--- config.mk ---
export PLATFORM = sky130hd
export DESIGN_NAME = signed_shift_result_buf
export DESIGN_NICKNAME = d
export VERILOG_FILES = /design/src/rtl/signed_shift_result_buf.sv
export SDC_FILE = /design/constraint.sdc
export NUM_CORES = 1
export LEC_CHECK = 0
export BUFFER_PORTS_ARGS = -buffer_cell sky130_fd_sc_hd__buf_4
export CORE_AREA = 2 2 141 143
export DETAILED_ROUTE_END_ITERATION = 6
export DIE_AREA = 0 0 143 145
export GPL_TIMING_DRIVEN = 1
export PLACE_DENSITY = 0.5
export SLEW_MARGIN = 20
export SYNTH_ARGS = -nofsm -noshare
export SYNTH_HDL_FRONTEND = slang
export SYNTH_SLANG_ARGS = --single-unit
--- constraint.sdc ---
create_clock -name clk -period 2.05 [get_ports clk]
set_input_delay 0 -clock clk [delete_from_list [all_inputs] [get_ports clk]]
set_output_delay 0 -clock clk [all_outputs]
set_load 0.01 [all_outputs]
--- src/rtl/signed_shift_result_buf.sv ---
// signed_shift_result_buf: two-entry result buffer behind the signed shifter.
// Holds {result, overflow} entries with valid/ready on both sides, and keeps
// a sticky overflow flag and a saturating overflow event counter.
// Optional build macro SIGNED_SHIFT_SAT_EN: overflowing results are stored
// as the signed min/max value selected by in_sign.
module signed_shift_result_buf #(
  parameter int unsigned DATA_W = 32,
  parameter int unsigned CNT_W  = 8
) (
  input  logic              clk,
  input  logic              rst_n,
  input  logic              in_valid,
  output logic              in_ready,
  input  logic [DATA_W-1:0] in_data,
  input  logic              in_of,
  input  logic              in_sign,
  output logic              out_valid,
  input  logic              out_ready,
  output logic [DATA_W-1:0] out_data,
  output logic              out_of,
  input  logic              ovf_clr,
  output logic              ovf_sticky,
  output logic [CNT_W-1:0]  ovf_count
);

  localparam int unsigned OCC_W = 2;
  localparam logic [OCC_W-1:0] OCC_FULL = OCC_W'(2);
  localparam logic [CNT_W-1:0] CNT_MAX  = {CNT_W{1'b1}};

  // FIFO storage and control
  logic [DATA_W-1:0] mem_q [2];
  logic [DATA_W-1:0] mem_d [2];
  logic [1:0]        of_mem_q, of_mem_d;
  logic              wr_ptr_q, wr_ptr_d;
  logic              rd_ptr_q, rd_ptr_d;
  logic [OCC_W-1:0]  occ_q, occ_d;

  // Registered outputs
  logic              in_ready_q, in_ready_d;
  logic              out_valid_q, out_valid_d;
  logic [DATA_W-1:0] out_data_q, out_data_d;
  logic              out_of_q, out_of_d;
  logic              sticky_q, sticky_d;
  logic [CNT_W-1:0]  cnt_q, cnt_d;

  logic              push_c;
  logic              pop_c;
  logic [DATA_W-1:0] store_data_c;

  assign push_c = in_valid & in_ready_q;
  assign pop_c  = out_valid_q & out_ready;

  // Value written into the slot on push
`ifdef SIGNED_SHIFT_SAT_EN
  localparam logic [DATA_W-1:0] SAT_MIN = {1'b1, {(DATA_W-1){1'b0}}};
  localparam logic [DATA_W-1:0] SAT_MAX = {1'b0, {(DATA_W-1){1'b1}}};
  always_comb begin
    store_data_c = in_data;
    if (in_of) begin
      store_data_c = in_sign ? SAT_MIN : SAT_MAX;
    end
  end
`else
  logic unused_in_sign;
  assign unused_in_sign = in_sign;
  always_comb begin
    store_data_c = in_data;
  end
`endif

  // Next-state: pointers, occupancy, storage, status and output registers
  always_comb begin
    mem_d       = mem_q;
    of_mem_d    = of_mem_q;
    wr_ptr_d    = wr_ptr_q;
    rd_ptr_d    = rd_ptr_q;
    occ_d       = occ_q;
    sticky_d    = sticky_q;
    cnt_d       = cnt_q;

    if (push_c) begin
      mem_d[wr_ptr_q]    = store_data_c;
      of_mem_d[wr_ptr_q] = in_of;
      wr_ptr_d           = ~wr_ptr_q;
    end
    if (pop_c) begin
      rd_ptr_d = ~rd_ptr_q;
    end

    case ({push_c, pop_c})
      2'b10:   occ_d = occ_q + OCC_W'(1);
      2'b01:   occ_d = occ_q - OCC_W'(1);
      default: occ_d = occ_q;
    endcase

    // Set beats clear on the same cycle
    if (push_c && in_of) begin
      sticky_d = 1'b1;
    end else if (ovf_clr) begin
      sticky_d = 1'b0;
    end

    // Clear restarts the count, including the overflow pushed this cycle
    if (ovf_clr) begin
      cnt_d = (push_c && in_of) ? CNT_W'(1) : '0;
    end else if (push_c && in_of && (cnt_q != CNT_MAX)) begin
      cnt_d = cnt_q + CNT_W'(1);
    end

    in_ready_d  = (occ_d != OCC_FULL);
    out_valid_d = (occ_d != '0);
    out_data_d  = mem_d[rd_ptr_d];
    out_of_d    = of_mem_d[rd_ptr_d];
  end

  // State registers, cleared asynchronously
  always_ff @(posedge clk or negedge rst_n) begin
    if (!rst_n) begin
      mem_q[0]    <= '0;
      mem_q[1]    <= '0;
      of_mem_q    <= '0;
      wr_ptr_q    <= 1'b0;
      rd_ptr_q    <= 1'b0;
      occ_q       <= '0;
      in_ready_q  <= 1'b0;
      out_valid_q <= 1'b0;
      out_data_q  <= '0;
      out_of_q    <= 1'b0;
      sticky_q    <= 1'b0;
      cnt_q       <= '0;
    end else begin
      mem_q[0]    <= mem_d[0];
      mem_q[1]    <= mem_d[1];
      of_mem_q    <= of_mem_d;
      wr_ptr_q    <= wr_ptr_d;
      rd_ptr_q    <= rd_ptr_d;
      occ_q       <= occ_d;
      in_ready_q  <= in_ready_d;
      out_valid_q <= out_valid_d;
      out_data_q  <= out_data_d;
      out_of_q    <= out_of_d;
      sticky_q    <= sticky_d;
      cnt_q       <= cnt_d;
    end
  end

  assign in_ready   = in_ready_q;
  assign out_valid  = out_valid_q;
  assign out_data   = out_data_q;
  assign out_of     = out_of_q;
  assign ovf_sticky = sticky_q;
  assign ovf_count  = cnt_q;

endmodule
Word-level counts from Yosys, hierarchy flattened:

Cells that the tools add are included.

* output and inout port bits: 44
* bits of input ports: 39
* register bits: 114

* equal/unequal tests: 4
* multiplexer cells: 20
* bitwise gates (word level): 6
* magnitude comparators: 6
* add/sub/neg operators: 3
* reduce and logical (&&, ||, !) cells: 7

Operators by type and width (count)
* 2-to-1 mux 32 bit: 4
* bitwise mux 64 bit: 1
* 2-to-1 mux 64 bit: 1
* demux 32 bit (select 1 bit): 1
* 2-to-1 mux 8 bit: 2
* adder 8 x 1 -> 8 bit, second input constant: 1
* inequality test 8 bit, second input constant: 1
* 2-to-1 mux 1 bit: 7
* nonzero test 2 bit: 3
* greater-or-equal comparator 2 bit, second input constant: 2
* logical AND 1 bit: 4
* less-than comparator 1 x 2 -> 1 bit, second input constant: 2
* NOT 1 -> 2 bit: 2
* case mux 2 bit (2 select lines): 1
* adder 2 x 1 -> 2 bit, second input constant: 1
* AND 1 bit: 2
* bitwise mux 2 bit: 1
* equality test 2 x 1 -> 1 bit, second input constant: 1
* equality test 2 bit, second input constant: 1
* less-than comparator 2 x 1 -> 1 bit, second input constant: 1
* 2-to-1 mux 2 bit: 1
* inequality test 2 bit, second input constant: 1
* NOT 1 bit: 2
* subtractor 2 x 1 -> 2 bit, second input constant: 1
* other kinds (2): 2

Longest topological paths before layout:

* depth in word-level cells: 10
* mapped depth: 7
* depth with buffers taken out: 7

Worst setup path before layout:

No wires, ideal clock.

* kind: register to register
* start: register out_valid_q (netlist: out_valid)
* end: register out_data_q[10] (netlist: out_data[10])
* clock period less this slack: 1.551 ns
* required time: 1.927 ns
* cell stages (with the launch flop): 7
* slack: 0.499 ns
* library setup time: 0.123 ns
* path buffers: 1
* arrival time: 1.429 ns
* path through: dfrtp_1 -> nand2_2 -> xor2_2 -> inv_2 -> mux2i_4 -> buf_6 -> o221a_2

* cells in the longest elaborated chain, start to end: 6

Ends and longest elaborated chain
* start: declaration: line 40 `logic out_valid_q, out_valid_d;`
* start signal: assignment: line 139 `out_valid_q <= out_valid_d;`
* AND 1 bit: line 51 `assign pop_c = out_valid_q & out_ready;`
* 2-to-1 mux 1 bit: line 86 `if (pop_c) begin`
* net rd_ptr_d: line 35 `logic rd_ptr_q, rd_ptr_d;`
* NOT 1 -> 2 bit (not written as such): line 112 `out_data_d = mem_d[rd_ptr_d];`
* 2-to-1 mux 32 bit (not written as such) (3 in a row): line 112
* net out_data_d[10]: line 41 `logic [DATA_W-1:0] out_data_q, out_data_d;`
* end signal: assignment: line 140 `out_data_q <= out_data_d;`
* end: declaration: line 41

The timed path passes the listed nets, and every way through them passes these cells. The select of a mux whose other input is x is not followed.
A chain may end at the register's enable or synchronous reset.

Final worst setup path:

* start: register in_ready_q (netlist: in_ready)
* end: register out_data_q[26] (netlist: out_data[26])

* cells in the longest elaborated chain, start to end: 5

Ends and longest elaborated chain
* start: declaration: line 39 `logic in_ready_q, in_ready_d;`
* start signal: assignment: line 138 `in_ready_q <= in_ready_d;`
* AND 1 bit: line 50 `assign push_c = in_valid & in_ready_q;`
* 2-to-1 mux 64 bit: line 81 `if (push_c) begin`
* 2-to-1 mux 32 bit (not written as such) (3 in a row): line 112
* net out_data_d[26]: line 41

The timed path passes the listed nets, and every way through them passes these cells. The select of a mux whose other input is x is not followed.

==> reports/metrics.cfg <==
[clock_network]
clk_pin_slew_worst_paths_ns = 0.06
root_buffer = clkbuf_16
cts_buffer_depth = 2
clk_latency_ns = 0.41
cts_resized = 0
h-tree-depth = 4
clkSinkCount = 114
cts_tree = built
cts_buffers = 17

[sta]
layout_worst_path_cycle_share = 0.911
rsz0062_at_grt = no
setup_viol = 0
finalWorstSetupSlack_ns = 0.183
final_hold_viol_count = 0
fmax_mhz = 536
finalClockSkew_ns = 0.00590
tightest_slew_ns = 1.01
period_minus_slack_ns = 1.87
finalSetupTns_ns = 0
relSlewSlack = 0.325
slew_viol_final = 0

[yosys]
synth_edf_count = 0
synth_area_leaders = dfrtp_1, nand2_1, mux2_1
synth_ff_type = dfrtp_1
netlist_instances = 395
syn_avg_cell_area_sq_um = 12.0
seq_area_frac_synth = 0.602
synth_most_common_cell = dfrtp_1
synth_top_area_cell = dfrtp_1
async_flop_share = 1.00
ys_warn_count = 0
syn_nets = 436
synth_cell_types = 36
synth_top_area_frac = 0.602
syn_area_sq_um = 4740
ys_top_cells_by_count = dfrtp_1, nand2_1, or3_1, mux2_1, o221a_2
ys_ff_latch = 114

[outcome]
status = finished clean

[cells_and_area]
layout.nets = 555
antenna_cells = 0
drive_gt1_frac = 0.293
stdcell_area_sq_um = 6600
area_delta_synth_final_pct = 39.3
final_cells = 791

[detailed_routing]
wl_mm = 11.2
wire_per_inst_um = 14.2
drcViolationCount = 0
dr.pass1.iters = 4
viasPerCell = 4.25
vias = 3362
drt_first_iter_violations = 175
ant_nets = 0

[worst_setup_path]
worstPathMaxFanout = 33
max_stage_delay_ns = 0.81
cp.required_ns = 2.40
critPathCaptureType = register
timing_worst_setup_path_type = reg -> reg
crit_slowest_cell = o21ai_4
path_cells = nand2_2 > o21ai_4 > o221a_2
cp.arrival_ns = 2.21
setup.worst_path.start_class = register

[run]
drv_cap = 0

[placement]
dp.cells = 723
hpwl_mm = 7.10
place_area_sq_um = 5640
place_congestion = 0.708
post-place-ws_ns = 0.149
portBuffers = 81

[floorplanning]
dieArea_sq_um = 20700
coreArea_sq_um = 19200
num_rows = 51
die_w_um = 143
die_y_um = 145
io_pins = 83
floorplan.initialDensity = 0.247

[grt]
antenna_found_initial = 0
grt_pass1_vias = 3531
grt_pass1_wl_mm = 18.1
track_usage = 0.112
grt.overflow.total = 0
grt_max_degree = 67

[hold_path]
min_path_type = in -> async

[power]
peakVddDrop_mv = 0.623
leakage_nw = 3.01
cellPowerDensity_nw_per_um2 = 1610

==> through the flow <==
step / total power, mW / hold WS (ns) / util
6_report: 10.6 / 0.133 / 0.344
5_1_grt: 11.4 / 0.198 / 0.344
4_1_cts: 10.8 / 0.154 / 0.344
3_5_place_dp: 7.77 / 0.0365 / 0.294
3_3_place_gp: 7.55 / 0.0220 / 0.292
2_1_floorplan: 6.37 / -0.296 / -
==> worst max-delay path, delay by kind of cell, from the launching register on <==
family	cells	cell delay, ns
compound gates	2	1.17
flops	1	0.44
simple gates	1	0.18
==> metal layers <==
layer | routed length, um | part of all wire | global-route usage
met3 | 472 | 0.042 | 0.0340
met5 | 0 | 0 | 0
met1 | 5080 | 0.45 | 0.141
met2 | 5540 | 0.49 | 0.183
met4 | 134 | 0.012 | 0.0371
==> report_power, final <==
group	total, mW	internal, mW	switching [mW]
Sequential	3.87	3.34	0.532
Clock	2.94	1.90	1.05
Combinational	3.82	2.00	1.83
==> layout make-up <==
class | count | area, sq um
well taps | 265 | 332
multi-input cells | 252 | 1740
clock inverters | 14 | 165
fillers | 1905 | 12600
repair buffers | 124 | 1070
flip-flops and latches | 114 | 2850
clock buffers | 17 | 425
inverters | 5 | 18.8
==> layout by cell type (no fill, tap or decap), types with 4 or more instances in the layout <==
cell type / n
dfrtp_1: 114
nand2_1: 103
buf_4: 84
dlygate4sd3_1: 37
or3_1: 34
mux2_1: 33
o221a_2: 27
clkbuf_16: 17
nor2_1: 8
o221a_1: 6
clkinvlp_4: 5
inv_1: 4
xor2_1: 4
clkinv_2: 4
==> registers in the layout (all words and copies together) (netlist names) <==
signal,flops
occ_q,2
in_ready,1
ovf_sticky,1
wr_ptr_q,1
out_valid,1
mem_q,64
ovf_count,8
rd_ptr_q,1
out_of,1
out_data,32
of_mem_q,2
==> timing repair <==
| action | CTS | global route |
|---|---|---|
| endpoints found under the hold margin | 150 | 0 |
| setup buffers | 0 | 0 |
| hold buffers | 37 | 0 |
==> worst paths after layout <==
kind	startpoint	end	slack, ns	depth (start not counted)
max in group asynchronous	rst_n	wr_ptr_q$_DFFE_PN0N_	1.19	3
min in group clk	in_data[17]	mem_q[17]$_DFF_PN0_	0.36	4
worst max register to register	in_ready$_DFF_PN0_	out_data[26]$_DFF_PN0_	0.18	3
worst min-delay path	rst_n	out_data[20]$_DFF_PN0_	0.13	2
worst max-delay path	in_ready$_DFF_PN0_	out_data[26]$_DFF_PN0_	0.18	3
worst min register to register	mem_q[28]$_DFF_PN0_	mem_q[28]$_DFF_PN0_	0.46	2
==> kinds of logic after synthesis <==
family          share of synthesized area
simple gates                        0.161
flops                               0.602
compound gates                     0.0905
mux                                0.0895
buf+inv                            0.0372
xor+xnor                           0.0145
fa+ha+maj                         0.00528
(Power assumes the default switching activity.)
